### src/rtl/mem_access_unit.sv
// RV32I memory stage: takes the ALU result as an address or pass-through value,
// runs one load/store at a time over req/gnt/rvalid and hands the result to writeback.
module mem_access_unit #(
    parameter int DWIDTH = 32,
    parameter int AWIDTH = 32
) (
    input  logic              clk,
    input  logic              reset,
    input  logic              valid_i,
    output logic              ready_o,
    input  logic [DWIDTH-1:0] alu_res_i,
    input  logic [DWIDTH-1:0] store_data_i,
    input  logic [2:0]        funct3_i,
    input  logic              is_load_i,
    input  logic              is_store_i,
    input  logic [4:0]        rd_i,
    output logic              mem_req_o,
    output logic              mem_we_o,
    output logic [AWIDTH-1:0] mem_addr_o,
    output logic [3:0]        mem_be_o,
    output logic [DWIDTH-1:0] mem_wdata_o,
    input  logic              mem_gnt_i,
    input  logic              mem_rvalid_i,
    input  logic [DWIDTH-1:0] mem_rdata_i,
    output logic              valid_o,
    input  logic              ready_i,
    output logic [DWIDTH-1:0] wb_data_o,
    output logic [4:0]        rd_o,
    output logic              err_o
);

    localparam logic [1:0] IDLE   = 2'd0;
    localparam logic [1:0] REQ    = 2'd1;
    localparam logic [1:0] WAIT_R = 2'd2;
    localparam logic [1:0] DONE   = 2'd3;

    logic [1:0]        state_q, state_d;
    logic [AWIDTH-1:0] addr_q, addr_d;
    logic [3:0]        be_q, be_d;
    logic [DWIDTH-1:0] wdata_q, wdata_d;
    logic              we_q, we_d;
    logic [2:0]        f3_q, f3_d;
    logic [4:0]        rd_q, rd_d;
    logic [DWIDTH-1:0] wb_q, wb_d;
    logic              err_q, err_d;

    logic [1:0]        off;
    logic              accErr;
    logic [3:0]        storeBe;
    logic [DWIDTH-1:0] storeWdata;
    logic [7:0]        byteSel;
    logic [15:0]       halfSel;
    logic [DWIDTH-1:0] loadVal;

    assign off = alu_res_i[1:0];

    // Illegal width/control and misalignment are decided at accept time.
    always_comb begin
        accErr = 1'b0;
        if (is_load_i && is_store_i) begin
            accErr = 1'b1;
        end else if (is_load_i) begin
            case (funct3_i)
                3'b000, 3'b100: accErr = 1'b0;
                3'b001, 3'b101: accErr = off[0];
                3'b010:         accErr = |off;
                default:        accErr = 1'b1;
            endcase
        end else if (is_store_i) begin
            case (funct3_i)
                3'b000:  accErr = 1'b0;
                3'b001:  accErr = off[0];
                3'b010:  accErr = |off;
                default: accErr = 1'b1;
            endcase
        end
    end

    always_comb begin
        storeBe    = 4'b1111;
        storeWdata = '0;
        if (is_store_i) begin
            storeWdata = store_data_i;
            case (funct3_i[1:0])
                2'b00: begin
                    storeBe    = 4'b0001 << off;
                    storeWdata = {4{store_data_i[7:0]}};
                end
                2'b01: begin
                    storeBe    = off[1] ? 4'b1100 : 4'b0011;
                    storeWdata = {2{store_data_i[15:0]}};
                end
                default: ;
            endcase
        end
    end

    always_comb begin
        byteSel = mem_rdata_i[{addr_q[1:0], 3'b000} +: 8];
        halfSel = addr_q[1] ? mem_rdata_i[31:16] : mem_rdata_i[15:0];
        case (f3_q)
            3'b000:  loadVal = {{(DWIDTH-8){byteSel[7]}}, byteSel};
            3'b100:  loadVal = {{(DWIDTH-8){1'b0}}, byteSel};
            3'b001:  loadVal = {{(DWIDTH-16){halfSel[15]}}, halfSel};
            3'b101:  loadVal = {{(DWIDTH-16){1'b0}}, halfSel};
            default: loadVal = mem_rdata_i;
        endcase
    end

    always_comb begin
        state_d = state_q;
        addr_d  = addr_q;
        be_d    = be_q;
        wdata_d = wdata_q;
        we_d    = we_q;
        f3_d    = f3_q;
        rd_d    = rd_q;
        wb_d    = wb_q;
        err_d   = err_q;
        case (state_q)
            IDLE: begin
                if (valid_i) begin
                    addr_d  = alu_res_i[AWIDTH-1:0];
                    be_d    = storeBe;
                    wdata_d = storeWdata;
                    we_d    = is_store_i;
                    f3_d    = funct3_i;
                    rd_d    = rd_i;
                    err_d   = accErr;
                    if (accErr) begin
                        wb_d    = '0;
                        state_d = DONE;
                    end else if (is_load_i || is_store_i) begin
                        wb_d    = '0;
                        state_d = REQ;
                    end else begin
                        wb_d    = alu_res_i;
                        state_d = DONE;
                    end
                end
            end
            REQ: begin
                if (mem_gnt_i) begin
                    state_d = we_q ? DONE : WAIT_R;
                end
            end
            WAIT_R: begin
                if (mem_rvalid_i) begin
                    wb_d    = loadVal;
                    state_d = DONE;
                end
            end
            default: begin
                if (ready_i) begin
                    state_d = IDLE;
                end
            end
        endcase
    end

    always_ff @(posedge clk) begin
        if (reset) begin
            state_q <= IDLE;
            addr_q  <= '0;
            be_q    <= '0;
            wdata_q <= '0;
            we_q    <= 1'b0;
            f3_q    <= '0;
            rd_q    <= '0;
            wb_q    <= '0;
            err_q   <= 1'b0;
        end else begin
            state_q <= state_d;
            addr_q  <= addr_d;
            be_q    <= be_d;
            wdata_q <= wdata_d;
            we_q    <= we_d;
            f3_q    <= f3_d;
            rd_q    <= rd_d;
            wb_q    <= wb_d;
            err_q   <= err_d;
        end
    end

    // Write enable is only meaningful while a request is outstanding.
    assign ready_o     = (state_q == IDLE);
    assign mem_req_o   = (state_q == REQ);
    assign mem_we_o    = (state_q == REQ) && we_q;
    assign mem_addr_o  = {addr_q[AWIDTH-1:2], 2'b00};
    assign mem_be_o    = be_q;
    assign mem_wdata_o = wdata_q;
    assign valid_o     = (state_q == DONE);
    assign wb_data_o   = wb_q;
    assign rd_o        = rd_q;
    assign err_o       = err_q;

endmodule

### config.mk
export PLATFORM = sky130hd
export DESIGN_NAME = mem_access_unit
export DESIGN_NICKNAME = d
export VERILOG_FILES = /design/src/rtl/mem_access_unit.sv
export SDC_FILE = /design/constraint.sdc
export NUM_CORES = 1
export LEC_CHECK = 0
export CORE_MARGIN = 4
export CORE_UTILIZATION = 44
export CTS_CLUSTER_DIAMETER = 40
export DETAILED_ROUTE_END_ITERATION = 10
export GPL_ROUTABILITY_DRIVEN = 1
export PLACE_DENSITY = 0.82
export SYNTH_ARGS = -nofsm -noshare
export SYNTH_HDL_FRONTEND = slang
export SYNTH_SLANG_ARGS = --single-unit
### constraint.sdc
create_clock -name clk -period 2.2 [get_ports clk]
set_input_delay 0.44 -clock clk [delete_from_list [all_inputs] [get_ports clk]]
set_output_delay 0.44 -clock clk [all_outputs]
set_load 0.02 [all_outputs]
==> impl_results.md <==
- Status: finished, final reports clean
- Clock Path Buffers: 2
- Starting Density: between 40% and 50%
- First-pass DRT Iterations: 5
- Via count: 5900
- Hold Crit Class: flip-flop to flip-flop
- Final period util: between 90% and 100%
- Fin util: between 60% and 70%
- Layout cells sized above 1: around 7.7%
- Top cells by count, synth: dfxtp_1 (112), nand2_1 (103), a21oi_1 (85)
- WL per Instance: ~19 µm
- Distinct cells, synth: 53
- DRC Markers: 0
- RR Endpoint: wb_data_o[20]$_SDFFE_PP0P_
- Worst-Margin Slew: 0.574 ns
- RSZ-0062 raised after global routing: false
- Clock sinks: between 100 and 150
- Relative slew slack: between 60 and 70%
- # H-tree levels: 3
- Post-Synthesis Cells: roughly 690
- RePlAce Congestion: ~0.87
- Die ar.: 14800 µm²
- Core Box Area: 12700 µm²
- Number of flops mapped to enable cells by yosys: 0
- Routed wire length: ~20000 µm
- CTS tree: built
- Crit. Startpoint: state_q[0]$_SDFFE_PP0P_
- Clk network pwr share: 18.9%
- Worst Setup Slack, final: approximately 0.13 ns
- FF+latch count, synth: roughly 110
- Global route overflow: 0
- Largest net degree at the start of global routing: 56
- CTS Buf Count: 9
- Ys Warns: 0
- End point of the critical path: valid_o
- Switching power: between 3000 and 4000 µW
- Worst Setup Path Type: flip-flop to primary output
- CP Capture Type: primary output
- Detail Placement HPWL: approximately 14000 µm
- FF-to-FF Start: state_q[0]$_SDFFE_PP0P_
- Sequential Power Share: between 20% and 30%
- Initial antenna violation count: 0
- CP startpoint kind: flip-flop
- FP Rows: 41
- DRT antenna net count: 0
- Die Y-Extent: ~120 µm
- Highest net fanout along the worst path: 4
- Req. time, crit path: approximately 1.8 ns
- # setup viols final: 0
- Fmax: just under 500 MHz
- Synth top area share: between 30% and 40%
- R2R depth: 7
- Die W: between 100 and 150 µm
- Combinational power share: a little over half
- Root Buffer: clkbuf_16
- ANT cells: 0
- Synthesized cell area: roughly 5700 µm²
- Sequential area share after synthesis: 39.3%
- Layout Nets: between 900 and 1k
- Vias in the first global route: roughly 5.4k
- Fin. Hold Viols: 0
- Most common cell in the netlist: dfxtp_1
- Worst hold path depth: 2
- Via density: 5.65
- Fraction of registers with async set/reset: 0%
- Drt initial violations: ~500
- Synth top area cells: dfxtp_1 (39%), a21oi_1 (7.5%), nand2_1 (6.8%)
- CP Data Arrival Time: 1.63 ns
- Internal Power: 6010 µW
- Hold_buf cts: 0
- Prevailing post-synth register cell: dfxtp_1
- Final min period: roughly 2.1 ns
- Top cell type by total area after synthesis: dfxtp_1
- Reg2Reg Setup Slack: 0.14 ns
- Pins Over Slew Limit: 0
- Gr usage total: between 20 and 30%
- # IOs: 222
- First-pass GRT wire length: a little under 30000 µm
- Synth-to-Final Area Change: 46.3%
- Leak pwr: approximately 0.0032 µW
- Port Buffers: ~220
- Max-Cap Viols: 0
- Worst vdd ir: 0.000526 V
- Syn_area_per_cell: 8.22 µm²
- Worst skew pair latency: 0.36 ns
- PD cells: about 1200 nW/µm²
- Pre-CTS setup slack: -0.00617 ns
- Worst-path clk slew: 0.07 ns
- Max Clock Skew: 0.00739 ns
- Sw Ratio: about two fifths
==> worst min path at each step <==
stage,to,start,slack [ns]
floorplan,addr_q[10]$_SDFFE_PP0P_,addr_q[10]$_SDFFE_PP0P_,0.44
global placement,rd_o[1]$_SDFFE_PP0P_,rd_o[1]$_SDFFE_PP0P_,0.44
detailed placement,addr_q[19]$_SDFFE_PP0P_,addr_q[19]$_SDFFE_PP0P_,0.45
CTS,addr_q[19]$_SDFFE_PP0P_,addr_q[19]$_SDFFE_PP0P_,0.46
global route,addr_q[13]$_SDFFE_PP0P_,addr_q[13]$_SDFFE_PP0P_,0.47
finish,rd_o[2]$_SDFFE_PP0P_,rd_o[2]$_SDFFE_PP0P_,0.45
==> through the flow <==
| step | cell area [µm²] | TNS [ns] | hold slack, ns | power (µW) | cells |
|---|---|---|---|---|---|
| 6_report | 8340 | 0 | 0.453 | 9720 | 1045 |
| 3_5_place_dp | 7970 | -0.00617 | 0.446 | 7850 | 1027 |
| 5_1_grt | 8340 | 0 | 0.470 | 10300 | 1045 |
| 4_1_cts | 8300 | 0 | 0.456 | 9710 | 1043 |
| 2_1_floorplan | 5710 | 0 | 0.437 | 5910 | 695 |
| 3_3_place_gp | 7970 | 0 | 0.441 | 7770 | 1027 |
==> registers in the layout (all words and copies together) (netlist names) <==
signal,cells
f3_q,3
addr_q,32
state_q,2
mem_wdata_o,32
we_q,1
mem_be_o,4
wb_data_o,32
rd_o,5
err_o,1
==> metal layers <==
| layer | part of all wire (%) | track usage, % | up-vias |
|---|---|---|---|
| li1 | - | - | 2801 |
| met1 | 41 | 32.9 | 2787 |
| met2 | 47 | 39.7 | 266 |
| met3 | 8.6 | 6.17 | 46 |
| met4 | 3.5 | 11.1 | 0 |
| met5 | 0 | 0 | - |
==> cell type report <==
cell class,instances,area [µm²]
Fill cell,1054,4330
Multi-Input combinational cell,469,2890
Timing Repair Buffer,254,2580
Sequential cell,112,2240
Clock buffer,14,274
Tap cell,172,215
Inverter,22,82.6
Clock inverter,2,60.1
==> power groups by stage <==
| stage | Clock (µW) | Sequential, µW | Combinational (µW) |
|---|---|---|---|
| 6_report | 1830 | 2830 | 5060 |
| 3_3_place_gp | 0 | 2840 | 4930 |
| 3_5_place_dp | 0 | 2870 | 4980 |
| 2_1_floorplan | 0 | 3280 | 2630 |
| 5_1_grt | 1950 | 2890 | 5430 |
| 4_1_cts | 1870 | 2820 | 5010 |
==> kinds of logic (layout without fill, tap and decap cells) <==
group                      Yosys count  count (layout)  share of synthesized area (%)
adders and majority gates            4               4                          0.878
and+or+nand+nor                    214             214                           17.1
other                                1               2                         0.0658
xor gates and xnor gates             1               1                          0.154
DFF                                112             112                           39.3
muxes                               25              25                           4.59
AOI/OAI and AO/OA                  223             223                           27.7
buffers and inverters              114             292                           10.3
==> worst max-delay path, cell delays in order, from the launching register on <==
cell             delay (ns)
dfxtp_1                0.38
ha_1                   0.23
clkdlybuf4s50_1        0.66
==> placed cells by master, fill, tap and decap left out, types with 2 or more instances in the layout <==
cell type | synthesis | final
mux2_2 | 9 | 9
o221ai_1 | 8 | 8
nor3_1 | 16 | 16
nor2b_1 | 13 | 13
and3_1 | 2 | 2
buf_4 | 33 | 26
a21o_1 | 2 | 2
nand2b_1 | 11 | 11
clkbuf_16 | 0 | 10
o21a_1 | 8 | 8
bufinv_16 | 0 | 2
nand2_1 | 103 | 102
nand3b_1 | 2 | 2
clkbuf_8 | 0 | 3
a211oi_1 | 4 | 4
dfxtp_1 | 112 | 112
o211a_1 | 16 | 16
nor4_1 | 3 | 3
nor2_1 | 46 | 46
a221o_1 | 16 | 16
a221oi_1 | 9 | 9
inv_1 | 21 | 21
a211o_1 | 16 | 16
a22oi_1 | 16 | 16
clkbuf_1 | 44 | 2
conb_1 | 1 | 2
dlygate4sd2_1 | 0 | 2
a2111oi_1 | 0 | 3
o21ai_0 | 19 | 19
nand3_1 | 8 | 8
a2111oi_0 | 14 | 11
a21oi_1 | 85 | 85
a2bb2oi_1 | 2 | 2
buf_12 | 0 | 9
clkdlybuf4s50_1 | 0 | 215
ha_1 | 4 | 4
mux2i_1 | 16 | 16
==> timing repair <==
| action | in CTS | in global routing |
|---|---|---|
| gates cloned | 0 | 1 |
| setup buffers | 0 | 1 |
| pin swaps | 0 | 1 |
| resized for setup | 2 | 4 |
| setup endpoints to repair | 2 | 5 |
Power figures use the tool's default switching activity.
